===== src/rtl/fifo_drain_wb_dma.sv =====
// Drains words from a synchronous FIFO read port and writes them to consecutive
// word addresses through a write-only Wishbone classic master.
module fifo_drain_wb_dma #(
    parameter int AW    = 24,
    parameter int CNT_W = 16
) (
    input  logic             clk,
    input  logic             rst,
    input  logic [AW-1:0]    cfg_base,
    input  logic [CNT_W-1:0] cfg_len,
    input  logic             cfg_start,
    input  logic             cfg_abort,
    output logic             stat_busy,
    output logic             stat_done,
    output logic             stat_aborted,
    output logic [CNT_W-1:0] stat_count,
    input  logic [31:0]      fifo_rd_data,
    input  logic             fifo_rd_empty,
    output logic             fifo_rd_ena,
    output logic [AW-1:0]    wb_adr,
    output logic [31:0]      wb_dat_w,
    output logic [3:0]       wb_sel,
    output logic             wb_we,
    output logic             wb_cyc,
    output logic             wb_stb,
    input  logic             wb_ack
);

    typedef enum logic [1:0] {IDLE, WAIT, WRITE} state_t;

    state_t           state;
    state_t           state_nxt;
    logic [AW-1:0]    adr;
    logic [CNT_W-1:0] rem;
    logic [CNT_W-1:0] count;
    logic [31:0]      dat;
    logic             done;
    logic             aborted;
    logic             abort_pend;
    logic             last_word;
    logic             abort_hit;

    assign last_word = (rem == CNT_W'(1));
    // An abort seen anywhere in the write phase, including the ack cycle itself
    assign abort_hit = abort_pend | cfg_abort;

    always_ff @(posedge clk or posedge rst) begin
        if (rst) begin
            state <= IDLE;
        end else begin
            state <= state_nxt;
        end
    end

    always_comb begin
        state_nxt = state;
        case (state)
            IDLE: begin
                if (cfg_start && (cfg_len != '0)) begin
                    state_nxt = WAIT;
                end
            end
            WAIT: begin
                if (cfg_abort) begin
                    state_nxt = IDLE;
                end else if (!fifo_rd_empty) begin
                    state_nxt = WRITE;
                end
            end
            WRITE: begin
                if (wb_ack) begin
                    if (last_word || abort_hit) begin
                        state_nxt = IDLE;
                    end else begin
                        state_nxt = WAIT;
                    end
                end
            end
            default: state_nxt = IDLE;
        endcase
    end

    always_comb begin
        stat_busy   = (state != IDLE);
        wb_cyc      = (state == WRITE);
        wb_stb      = (state == WRITE);
        fifo_rd_ena = (state == WAIT) & ~fifo_rd_empty & ~cfg_abort;
    end

    // Transfer bookkeeping; the in-flight word is always completed and counted
    always_ff @(posedge clk or posedge rst) begin
        if (rst) begin
            adr        <= '0;
            rem        <= '0;
            count      <= '0;
            dat        <= '0;
            done       <= 1'b0;
            aborted    <= 1'b0;
            abort_pend <= 1'b0;
        end else begin
            case (state)
                IDLE: begin
                    if (cfg_start) begin
                        adr     <= cfg_base;
                        rem     <= cfg_len;
                        count   <= '0;
                        aborted <= 1'b0;
                        done    <= (cfg_len == '0);
                    end
                end
                WAIT: begin
                    if (cfg_abort) begin
                        aborted <= 1'b1;
                    end else if (!fifo_rd_empty) begin
                        dat        <= fifo_rd_data;
                        abort_pend <= 1'b0;
                    end
                end
                WRITE: begin
                    if (cfg_abort) begin
                        abort_pend <= 1'b1;
                    end
                    if (wb_ack) begin
                        adr   <= adr + 1'b1;
                        rem   <= rem - 1'b1;
                        count <= count + 1'b1;
                        if (last_word) begin
                            done <= 1'b1;
                        end else if (abort_hit) begin
                            aborted <= 1'b1;
                        end
                    end
                end
                default: ;
            endcase
        end
    end

    assign stat_done    = done;
    assign stat_aborted = aborted;
    assign stat_count   = count;
    assign wb_adr       = adr;
    assign wb_dat_w     = dat;
    assign wb_sel       = 4'hf;
    assign wb_we        = 1'b1;

endmodule

===== config.mk =====
export PLATFORM = sky130hd
export DESIGN_NAME = fifo_drain_wb_dma
export DESIGN_NICKNAME = d
export VERILOG_FILES = /design/src/rtl/fifo_drain_wb_dma.sv
export SDC_FILE = /design/constraint.sdc
export NUM_CORES = 1
export LEC_CHECK = 0
export ABC_AREA = 1
export CORE_MARGIN = 2
export CORE_UTILIZATION = 48
export CTS_CLUSTER_SIZE = 10
export DETAILED_ROUTE_END_ITERATION = 8
export PLACE_DENSITY = 0.92
export SLEW_MARGIN = 40
export SYNTH_ARGS = -nofsm -noshare
export SYNTH_HDL_FRONTEND = slang
export SYNTH_SLANG_ARGS = --single-unit

===== constraint.sdc =====
create_clock -name clk -period 4.1 [get_ports clk]
set_clock_uncertainty 0.15 [all_clocks]
set_input_delay 1.025 -clock clk [delete_from_list [all_inputs] [get_ports clk]]
set_output_delay 1.025 -clock clk [all_outputs]
set_load 0.03 [all_outputs]

Word-level counts from Yosys, hierarchy flattened
Index checks and enable logic that the tools add are counted.
Widths: inputs -> output; s select.
Operators by class
  add/sub/neg operators: 3
  eq/ne operators: 14
  multiplexer cells: 28
  bitwise logic cells: 5
  reductions and logical operators: 15
Operators with widths (count)
  $mux 16: 4
  $pmux 16 s2: 2
  $mux 24: 2
  $pmux 24 s2: 1
  $add 24x1->24 const B: 1
  $add 16x1->16 const B: 1
  $eq 16x1->1 const B: 1
  $logic_not 16->1: 1
  $reduce_bool 16->1: 1
  $sub 16x1->16 const B: 1
  $ne 2x2->1 const B: 7
  $mux 1: 11
  $reduce_and 3->1: 3
  $mux 2: 4
  $reduce_and 4->1: 2
  $ne 2x1->1 const B: 3
  $pmux 2 s3: 1
  $reduce_and 6->1: 1
  $reduce_bool 2->1: 3
  $pmux 1 s2: 2
  $ne 3x3->1 const B: 1
  $pmux 1 s3: 1
  $reduce_bool 3->1: 1
  $and 1x1->1: 2
  other kinds (7): 8
Storage, ports and cells
  flip-flop bits (word level): 93
  word-level logic and storage cells: 73

Logic depth before layout (Yosys ltp)
Gate-level depths: netlist of the first run.
  depth after elaboration: 5
  gate-level depth with buffers: 13
  gate-level depth less buffers: 11

Worst setup path before layout of the first run
OpenSTA, ideal clock, no wires.
  path kind: input to output
  from: input cfg_abort
  to: output fifo_rd_ena
  arrival time: 1750 ps
  data required time: 2925 ps
  setup slack: 1175 ps
  cell stages on the path: 4
  path buffers: 1
  cell sequence: nor2_1 inv_1 nor2_2 buf_2
Between the ends
  word-level cells in the longest chain between the ends: 2
RTL lines
  from (decl): line 12  | input logic cfg_abort,
  $not 1->1 (no line)
  $and 1x1->1: line 87  | fifo_rd_ena = (state == WAIT) & ~fifo_rd_empty & ~cfg_abort;
  to (decl): line 19  | output logic fifo_rd_ena,
No other way between the ends.

Worst setup path in the final report of the first run
Ends and elaborated chain as after synthesis.

==> results_dict.tcl, run 1 <==
set metrics [dict create \
    status "finished clean" \
    ys_seq_area_share_pct 42.27 \
    start_util_pct 48.63 \
    power_density_nw_per_um2 721.8 \
    power_leakage_nw 3.435 \
    multi_input_area_um2 2695 \
    cp_slowest_stage_delay_ns 0.46 \
    drive_gt1_share_pct 4.293 \
    grt_pass1_wl_mm 26.07 \
    whs_ns 0.3207 \
    tightest_slew_ns 0.8125 \
    drcViolationCount 0 \
    relSlewSlack_pct 45.76 \
    num_io_pins 161 \
    clock_latency_ns 0.36 \
    critPathLaunchType "input pin" \
    hp-start "wb_dat_w[4]" \
    ant_nets 0 \
    hp-class "flip-flop to flip-flop" \
    dp_hpwl_mm 10.96 \
    fin_ws_ns 0.7481 \
    cp.required_ns 2.92 \
    post_drt_wl_per_cell_um 13.87 \
    fin_crit_ns 3.352 \
    cts_root_buffer "clkbuf_16" \
    grt_pass1_vias 5546 \
    dr.pass1.iters 6 \
    cts-resized-gates 0 \
    nNetsFinal 1037 \
    die_x_um 111.1 \
    synth_seq_cells 93 \
    num_rows 39 \
    grtUsageTotal_pct 25.78 \
    post-route-period-util_pct 81.75 \
    gp_congestion 0.8981 \
    antenna_found_initial 0 \
    synthesis.area_um2 5505 \
    crit_slowest_cell "clkdlybuf4s50_1" \
    final_cell_area_um2 7410 \
    rsz0062_at_grt "false" \
    cp_max_fo 4 \
    overflow 0 \
    clkTransAtPathRegs_ns 0.07 \
    postCtsHoldBufs 0 \
    yosysMostFrequentCell "nand2_1" \
    avgSynthCellArea_um2 6.822 \
    cts-buffers-inserted 9 \
    crit-reg2reg-launch "state[0]" \
    ys.flop_type "dfrtp_1" \
    via_per_inst 5.219 \
    yosysUniqueCellTypes 38 \
    filler_cell_count 947 \
    regArea_um2 2327 \
    synth_cells 807 \
    syn_to_final_growth_pct 34.59 \
    drv_cap 0 \
    numPortBuffers 155 \
    drtIter0Drc 475 \
    ys.warnings.count 0 \
    dp_slack_ns 0.7434 \
    irDropWorstVdd_mv 0.4835 \
    cts_tree "built" \
    die_area_um2 12340 \
    synth_edf_count 0 \
    place_area_um2 7112 \
    yosysTopAreaCellShare_pct 42.27 \
    cp.arrival_ns 2.18 \
    final_max_slew_viol_count 0 \
    timing.fmax_ghz 0.2983 \
    crit_chain "clkdlybuf4s50_1 -> nor2_1 -> inv_1 -> nor2_2 -> buf_4" \
    startpoint "cfg_abort" \
    fin_setup_tns_ns 0 \
    insertedDiodeCount 0 \
    clock-sinks 93 \
    routed_wl_mm 15.23 \
    crit_path_end_kind "output pin" \
    synth_common_cells "nand2_1, nor2_1, dfrtp_1, inv_1, nand3_1" \
    async_flop_share_pct 100.0 \
    htreeDepth 3 \
    postCtsSetupBuffers 0 \
    grt_start_max_net_pins 70 \
    clk_path_buf_depth 2 \
    die_y_um 111.1 \
    coreArea_um2 11320 \
    setup_violations 0 \
    num_vias 5730 \
    critical_path_class "input pin to output pin" \
    synth_area_leaders "dfrtp_1, nand2_1, nor2_1, nand3_1, inv_1" \
    yosysTopAreaCell "dfrtp_1" \
    hold_viol_final 0 \
]
## area by class of cell
class / count / area share [%]
inverter: 82 / 4.205
clock buffer: 9 / 3.040
sequential: 93 / 31.41
timing repair buffer: 160 / 21.58
tap: 143 / 2.415
multi-input combinational: 605 / 36.37
clock inverter: 6 / 0.9794
## logic make-up (layout without fill, tap and decap cells)
group,count (synthesis),after routing,synth area share (%)
compound gates,75,75,7.773
simple gates,511,511,38.02
buf+inv,113,257,9.091
xor+xnor,6,6,0.9545
other cells,1,5,0.06812
fa+ha+maj,8,8,1.818
flops,93,93,42.27
## cell usage in the layout, fill, tap and decap left out, types with 7 or more instances in the layout
| cell | synthesis | final |
|---|---|---|
| ha_1 | 8 | 7 |
| nand4_1 | 18 | 18 |
| nor3_1 | 10 | 10 |
| o21ai_0 | 32 | 32 |
| clkbuf_16 | 0 | 9 |
| clkdlybuf4s50_1 | 0 | 154 |
| nand2_1 | 289 | 289 |
| a21oi_1 | 14 | 14 |
| nand3_1 | 59 | 59 |
| o21ai_1 | 9 | 9 |
| dfrtp_1 | 93 | 93 |
| inv_1 | 76 | 75 |
| nor2_1 | 123 | 123 |
## critical path, delay by kind of cell
kind	cells	cell delay, ns
buffers and inverters	3	0.73
AND/OR/NAND/NOR	2	0.42
## stage by stage
stage,cells,power [mW],util (%)
3_3_place_gp,1083,4.404,62.82
4_1_cts,1098,5.365,65.45
2_1_floorplan,811,3.467,-
5_1_grt,1098,5.727,65.45
3_5_place_dp,1083,4.488,62.82
6_report,1098,5.348,65.45
## where the power goes
part           switching, mW  internal, mW
clock                  0.385         0.476
sequential             0.387          1.31
combinational           1.76          1.03
## registers in the layout, indices dropped and copies added, names as in the netlist
| register | flops |
|---|---|
| stat_count | 16 |
| rem | 16 |
| stat_aborted | 1 |
| state | 2 |
| stat_done | 1 |
| abort_pend | 1 |
| wb_adr | 24 |
| wb_dat_w | 32 |
## routing by layer
metal / share of wire, % / global-route usage [%] / routed length (um)
met1: 43 / 33.05 / 6497
met2: 46 / 41.84 / 7012
met3: 9.1 / 6.725 / 1391
met4: 2.1 / 10.37 / 324
met5: 0 / 0 / 0
## worst paths after layout
check / slack [ns] / depth (start not counted) / endpoint
setup / recovery: 0.75 / 5 / fifo_rd_ena
hold / removal: 0.32 / 2 / wb_dat_w[4]
setup reg to reg: 0.99 / 9 / rem[6]
hold reg to reg: 0.32 / 2 / wb_dat_w[4]
max in group asynchronous: 2.25 / 3 / wb_adr[2]
min in group asynchronous: 0.83 / 2 / wb_dat_w[3]
(Power assumes the default switching activity.)
==> inputs of run 2 (changes only) <==
--- a/config.mk
+++ b/config.mk
@@ -7,10 +7,10 @@
 export LEC_CHECK = 0
 export ABC_AREA = 1
 export CORE_MARGIN = 2
-export CORE_UTILIZATION = 48
+export CORE_UTILIZATION = 44
 export CTS_CLUSTER_SIZE = 10
 export DETAILED_ROUTE_END_ITERATION = 8
-export PLACE_DENSITY = 0.92
+export PLACE_DENSITY = 0.89
 export SLEW_MARGIN = 40
 export SYNTH_ARGS = -nofsm -noshare
 export SYNTH_HDL_FRONTEND = slang
==> constraint.sdc (replaced) <==
create_clock -name clk -period 2.8 [get_ports clk]
set_clock_uncertainty 0.15 [all_clocks]
set_input_delay 0.7 -clock clk [delete_from_list [all_inputs] [get_ports clk]]
set_output_delay 0.7 -clock clk [all_outputs]
set_load 0.03 [all_outputs]
==> results_dict.tcl, run 2 (synthesis results as in run 1) <==
set metrics [dict create \
    critPathLaunchType "flip-flop" \
    cp_slowest_stage_delay_ns 0.70 \
    post_drt_wl_per_cell_um 13.85 \
    postCtsSetupBuffers 0 \
    insertedDiodeCount 0 \
    dp_slack_ns -0.02425 \
    crit_path_end_kind "output pin" \
    overflow 0 \
    die_area_um2 13420 \
    via_per_inst 5.160 \
    drive_gt1_share_pct 4.688 \
    cp_max_fo 5 \
    drcViolationCount 0 \
    numPortBuffers 155 \
    die_x_um 115.9 \
    die_y_um 115.9 \
    final_common_cell "nand2_1" \
    cts_root_buffer "clkbuf_16" \
    crit_slowest_cell "clkdlybuf4s50_1" \
    nNetsFinal 1041 \
    dr.pass1.iters 6 \
    cp.required_ns 1.95 \
    critical_path_class "flip-flop to output pin" \
    power_density_nw_per_um2 1055 \
    gp_congestion 0.9768 \
    largest_reg_flops 32 \
    drtIter0Drc 628 \
    fin_crit_ns 2.701 \
    hp-class "flip-flop to flip-flop" \
    cts-buffers-inserted 9 \
    status "finished clean" \
    timing.fmax_ghz 0.3703 \
    num_io_pins 161 \
    antenna_found_initial 0 \
    num_vias 5820 \
    cp.arrival_ns 1.85 \
    dp_hpwl_mm 11.20 \
    tightest_slew_ns 0.5958 \
    start_util_pct 45.45 \
    path_buf_inv 2 \
    power_leakage_nw 3.471 \
    cts-resized-gates 0 \
    p_total_mw 7.910 \
    grt_start_max_net_pins 94 \
    ant_nets 0 \
    crit-reg2reg-launch "state[0]" \
    syn_to_final_growth_pct 36.16 \
    post-route-period-util_pct 96.45 \
    hp-start "wb_dat_w[20]" \
    coreArea_um2 12110 \
    rsz0062_at_grt "false" \
    fin_ws_ns 0.09944 \
    postCtsHoldBufs 0 \
    place_area_um2 7188 \
    startpoint "state[0]" \
    cts_tree "built" \
    setup_violations 0 \
    clkTransAtPathRegs_ns 0.07 \
    irDropWorstVdd_mv 0.7855 \
    hold_viol_final 0 \
    routed_wl_mm 15.62 \
    clock-sinks 93 \
    clock_latency_ns 0.34 \
    drv_cap 0 \
    crit_family "buffers and inverters" \
    crit_chain "inv_1 -> ha_2 -> clkdlybuf4s50_1" \
    htreeDepth 3 \
    num_rows 40 \
    relSlewSlack_pct 60.28 \
    final_max_slew_viol_count 0 \
    grtUsageTotal_pct 23.89 \
    final_cell_area_um2 7496 \
    clk_path_buf_depth 2 \
    grt_pass1_wl_mm 25.43 \
    whs_ns 0.3217 \
    layout_common_cells "nand2_1, clkdlybuf4s50_1, nor2_1, dfrtp_1, inv_1" \
    grt_pass1_vias 5387 \
]
[run 2: cell count changes in the layout (fill, tap and decap cells not counted), sizes merged]
cell and change:
buf +4, clkinv -2, inv +2, clkbuf +1, clkdlybuf4s50 -1, dlymetal6s2s +1
[run 2: worst register-to-register path: cells and delay by family, from the launching register on]
kind,cells,cell delay (ns)
buffers and inverters,3,0.85
and+or+nand+nor,3,0.44
AOI/OAI and AO/OA,1,0.08
DFF,1,0.43
adders and majority gates,1,0.27
[run 2: stage by stage]
step	cells	setup TNS, ns	utilization [%]
2_1_floorplan	811	0	-
3_3_place_gp	1112	0	59.35
3_5_place_dp	1112	-0.02425	59.35
4_1_cts	1128	0	61.87
5_1_grt	1128	0	61.89
6_report	1128	0	61.89
[run 2: final timing paths]
kind,endpoint,slack (ns),depth (start not counted)
min reg2reg,wb_dat_w[20],0.32,2
min in group asynchronous,wb_dat_w[9],0.65,3
max,wb_cyc,0.1,3
max in group asynchronous,wb_dat_w[28],1.39,3
max reg2reg,wb_adr[8],0.47,8
min,wb_dat_w[20],0.32,2
[run 2: layout make-up]
type	instances	area, um2
Tap cell	168	210.2
Fill cell	1087	4616
Inverter	82	314.1
Multi-Input combinational cell	605	2695
Timing Repair Buffer	164	1644
Clock inverter	6	76.32
Clock buffer	10	229.0
Sequential cell	93	2327
[run 2: report_power, final]
group / switching [mW] / total (mW) / internal (mW)
Sequential: 0.572 / 2.49 / 1.92
Clock: 0.562 / 1.27 / 0.711
Combinational: 2.59 / 4.15 / 1.55
Total: 3.73 / 7.91 / 4.18
[run 2: per-layer routing]
metal / vias up / track usage (%) / wire (um)
met4: 0 / 7.937 / 213
met3: 20 / 5.439 / 1472
li1: 2836 / - / -
met1: 2688 / 30.84 / 6515
met5: - / 0 / 0
met2: 276 / 39.88 / 7422
==> inputs of run 3 (changes only) <==
--- a/config.mk
+++ b/config.mk
@@ -5,12 +5,11 @@
 export SDC_FILE = /design/constraint.sdc
 export NUM_CORES = 1
 export LEC_CHECK = 0
-export ABC_AREA = 1
 export CORE_MARGIN = 2
-export CORE_UTILIZATION = 44
+export CORE_UTILIZATION = 42
 export CTS_CLUSTER_SIZE = 10
 export DETAILED_ROUTE_END_ITERATION = 8
-export PLACE_DENSITY = 0.89
+export PLACE_DENSITY = 0.77
 export SLEW_MARGIN = 40
 export SYNTH_ARGS = -nofsm -noshare
 export SYNTH_HDL_FRONTEND = slang
==> results_dict.tcl, run 3 <==
set metrics [dict create \
    synthesis.area_um2 5044 \
    hp-start "wb_dat_w[7]" \
    synth_edf_count 0 \
    start_util_pct 42.52 \
    yosysUniqueCellTypes 57 \
    status "finished clean" \
    crit-reg2reg-launch "state[0]" \
    nNetsFinal 784 \
    hp-class "flip-flop to flip-flop" \
    grt_start_max_net_pins 55 \
    cp.required_ns 1.95 \
    ys.flop_type "dfrtp_1" \
    post_drt_wl_per_cell_um 17.00 \
    routed_wl_mm 14.45 \
    drv_cap 0 \
    yosysMostFrequentCell "dfrtp_1" \
    antenna_found_initial 0 \
    async_flop_share_pct 100.0 \
    ys.warnings.count 0 \
    clock-sinks 93 \
    rrSetupSlack_ns 0.26 \
    gp_congestion 0.9531 \
    num_io_pins 161 \
    dr.pass1.iters 5 \
    filler_cell_count 976 \
    hold_viol_final 0 \
    rr_worst_depth 8 \
    grt_pass1_wl_mm 23.05 \
    avgSynthCellArea_um2 9.375 \
    worstHoldPathCells 1 \
    die_area_um2 12900 \
    critPathLaunchType "flip-flop" \
    timing.rr.end "stat_count[12]" \
    timing.fmax_ghz 0.3731 \
    final_common_cell "clkdlybuf4s50_1" \
    grtUsageTotal_pct 22.08 \
    fin_crit_ns 2.680 \
    irDropWorstVdd_mv 0.6233 \
    cts-resized-gates 0 \
    num_rows 40 \
    rsz0062_at_grt "false" \
    cp_slowest_stage_delay_ns 0.69 \
    holdPathEnd "wb_dat_w[7]" \
    clk_path_buf_depth 2 \
    cts_root_buffer "clkbuf_16" \
    ys_seq_area_share_pct 46.14 \
    htreeDepth 3 \
    power_density_nw_per_um2 1169 \
    postCtsSetupBuffers 0 \
    crit_path_end_kind "output pin" \
    via_per_inst 5.760 \
    cts-buffers-inserted 9 \
    grt_pass1_vias 4764 \
    overflow 0 \
    synth_cells 538 \
    whs_ns 0.3555 \
    post-route-period-util_pct 95.72 \
    synth_common_cells "dfrtp_1, nor2_1, a21oi_1, nand2_1, mux2_2" \
    crit_slowest_cell "clkdlybuf4s50_1" \
    ant_nets 0 \
    setup_violations 0 \
    num_vias 4896 \
    fin_setup_tns_ns 0 \
    postCtsHoldBufs 0 \
    cp_max_fo 6 \
    drtIter0Drc 447 \
    drive_gt1_share_pct 12.94 \
    synth_seq_cells 93 \
    crit_chain "inv_1 -> ha_2 -> clkdlybuf4s50_1" \
    die_y_um 113.6 \
    cp.arrival_ns 1.83 \
    critical_path_class "flip-flop to output pin" \
    clock_latency_ns 0.34 \
    final_max_slew_viol_count 0 \
    cts_tree "built" \
    yosysTopAreaCell "dfrtp_1" \
    relSlewSlack_pct 47.95 \
    syn_to_final_growth_pct 42.69 \
    yosysTopAreaCellShare_pct 46.14 \
    tightest_slew_ns 0.7737 \
    die_x_um 113.6 \
    layout_common_cells "clkdlybuf4s50_1, dfrtp_1, nor2_1, a21oi_1, nand2_1" \
    largest_reg_flops 32 \
    dp_hpwl_mm 10.60 \
    drcViolationCount 0 \
    power_leakage_nw 2.902 \
    clkTransAtPathRegs_ns 0.07 \
    synth_area_leaders "dfrtp_1, mux2_2, a21oi_1, nor2_1, nand2_1" \
    numPortBuffers 155 \
    coreArea_um2 11860 \
    insertedDiodeCount 0 \
]
[run 3: worst max-delay path, delay by kind of cell (launching register included)]
kind | cells | cell delay [ns]
flip-flops | 1 | 0.42
buffers and inverters | 2 | 0.81
adder cells (fa/ha/maj) | 1 | 0.25
[run 3: how the worst max path moves through the flow]
stage	start	to	slack (ns)	depth (start not counted)
global placement	cfg_start	stat_count[12]	0.10	7
detailed placement	cfg_start	stat_count[12]	0.04	7
finish	state[0]	wb_stb	0.12	3
CTS	state[0]	wb_cyc	0.12	3
global route	state[0]	wb_stb	0.03	3
floorplan	state[0]	wb_adr[10]	0.48	7
[run 3: through the flow]
stage / instances / area (um2) / total power [mW] / util [%] / setup slack [ns]
2_1_floorplan: 542 / 5062 / 5.242 / - / 0.4803
3_3_place_gp: 834 / 6834 / 6.754 / 57.62 / 0.1002
3_5_place_dp: 834 / 6834 / 6.922 / 57.62 / 0.04224
4_1_cts: 850 / 7197 / 8.427 / 60.68 / 0.1217
5_1_grt: 850 / 7197 / 8.904 / 60.68 / 0.03248
6_report: 850 / 7197 / 8.413 / 60.68 / 0.1200
[run 3: layout make-up]
| cell class | count | area (um2) | area share (%) |
|---|---|---|---|
| Clock inverter | 7 | 137.6 | 1.912 |
| Inverter | 12 | 48.80 | 0.6780 |
| Tap cell | 147 | 183.9 | 2.556 |
| Clock buffer | 9 | 225.2 | 3.129 |
| Multi-Input combinational cell | 404 | 2517 | 34.98 |
| Sequential cell | 93 | 2327 | 32.34 |
| Timing Repair Buffer | 178 | 1757 | 24.41 |
[run 3: cells by family after synthesis]
logic type | synth area share [%]
and+or+nand+nor | 20.29
adders and majority gates | 1.985
xor gates and xnor gates | 1.563
other | 0.07435
buffers and inverters | 4.341
AOI/OAI and AO/OA | 16.42
DFF | 46.14
muxes | 9.179
[run 3: where the power goes]
part           switching, mW  internal, mW
clock                  0.513         0.960
combinational           2.56          1.88
sequential             0.600          1.90
[run 3: metal layers]
metal	part of all wire, %	global-route usage, %	routed length [um]	up-vias
met4	1.6	7.642	225	0
met3	8.6	5.313	1240	20
met5	0	0	0	-
met2	49	37.76	7111	237
met1	41	27.45	5874	2357
li1	-	-	-	2282
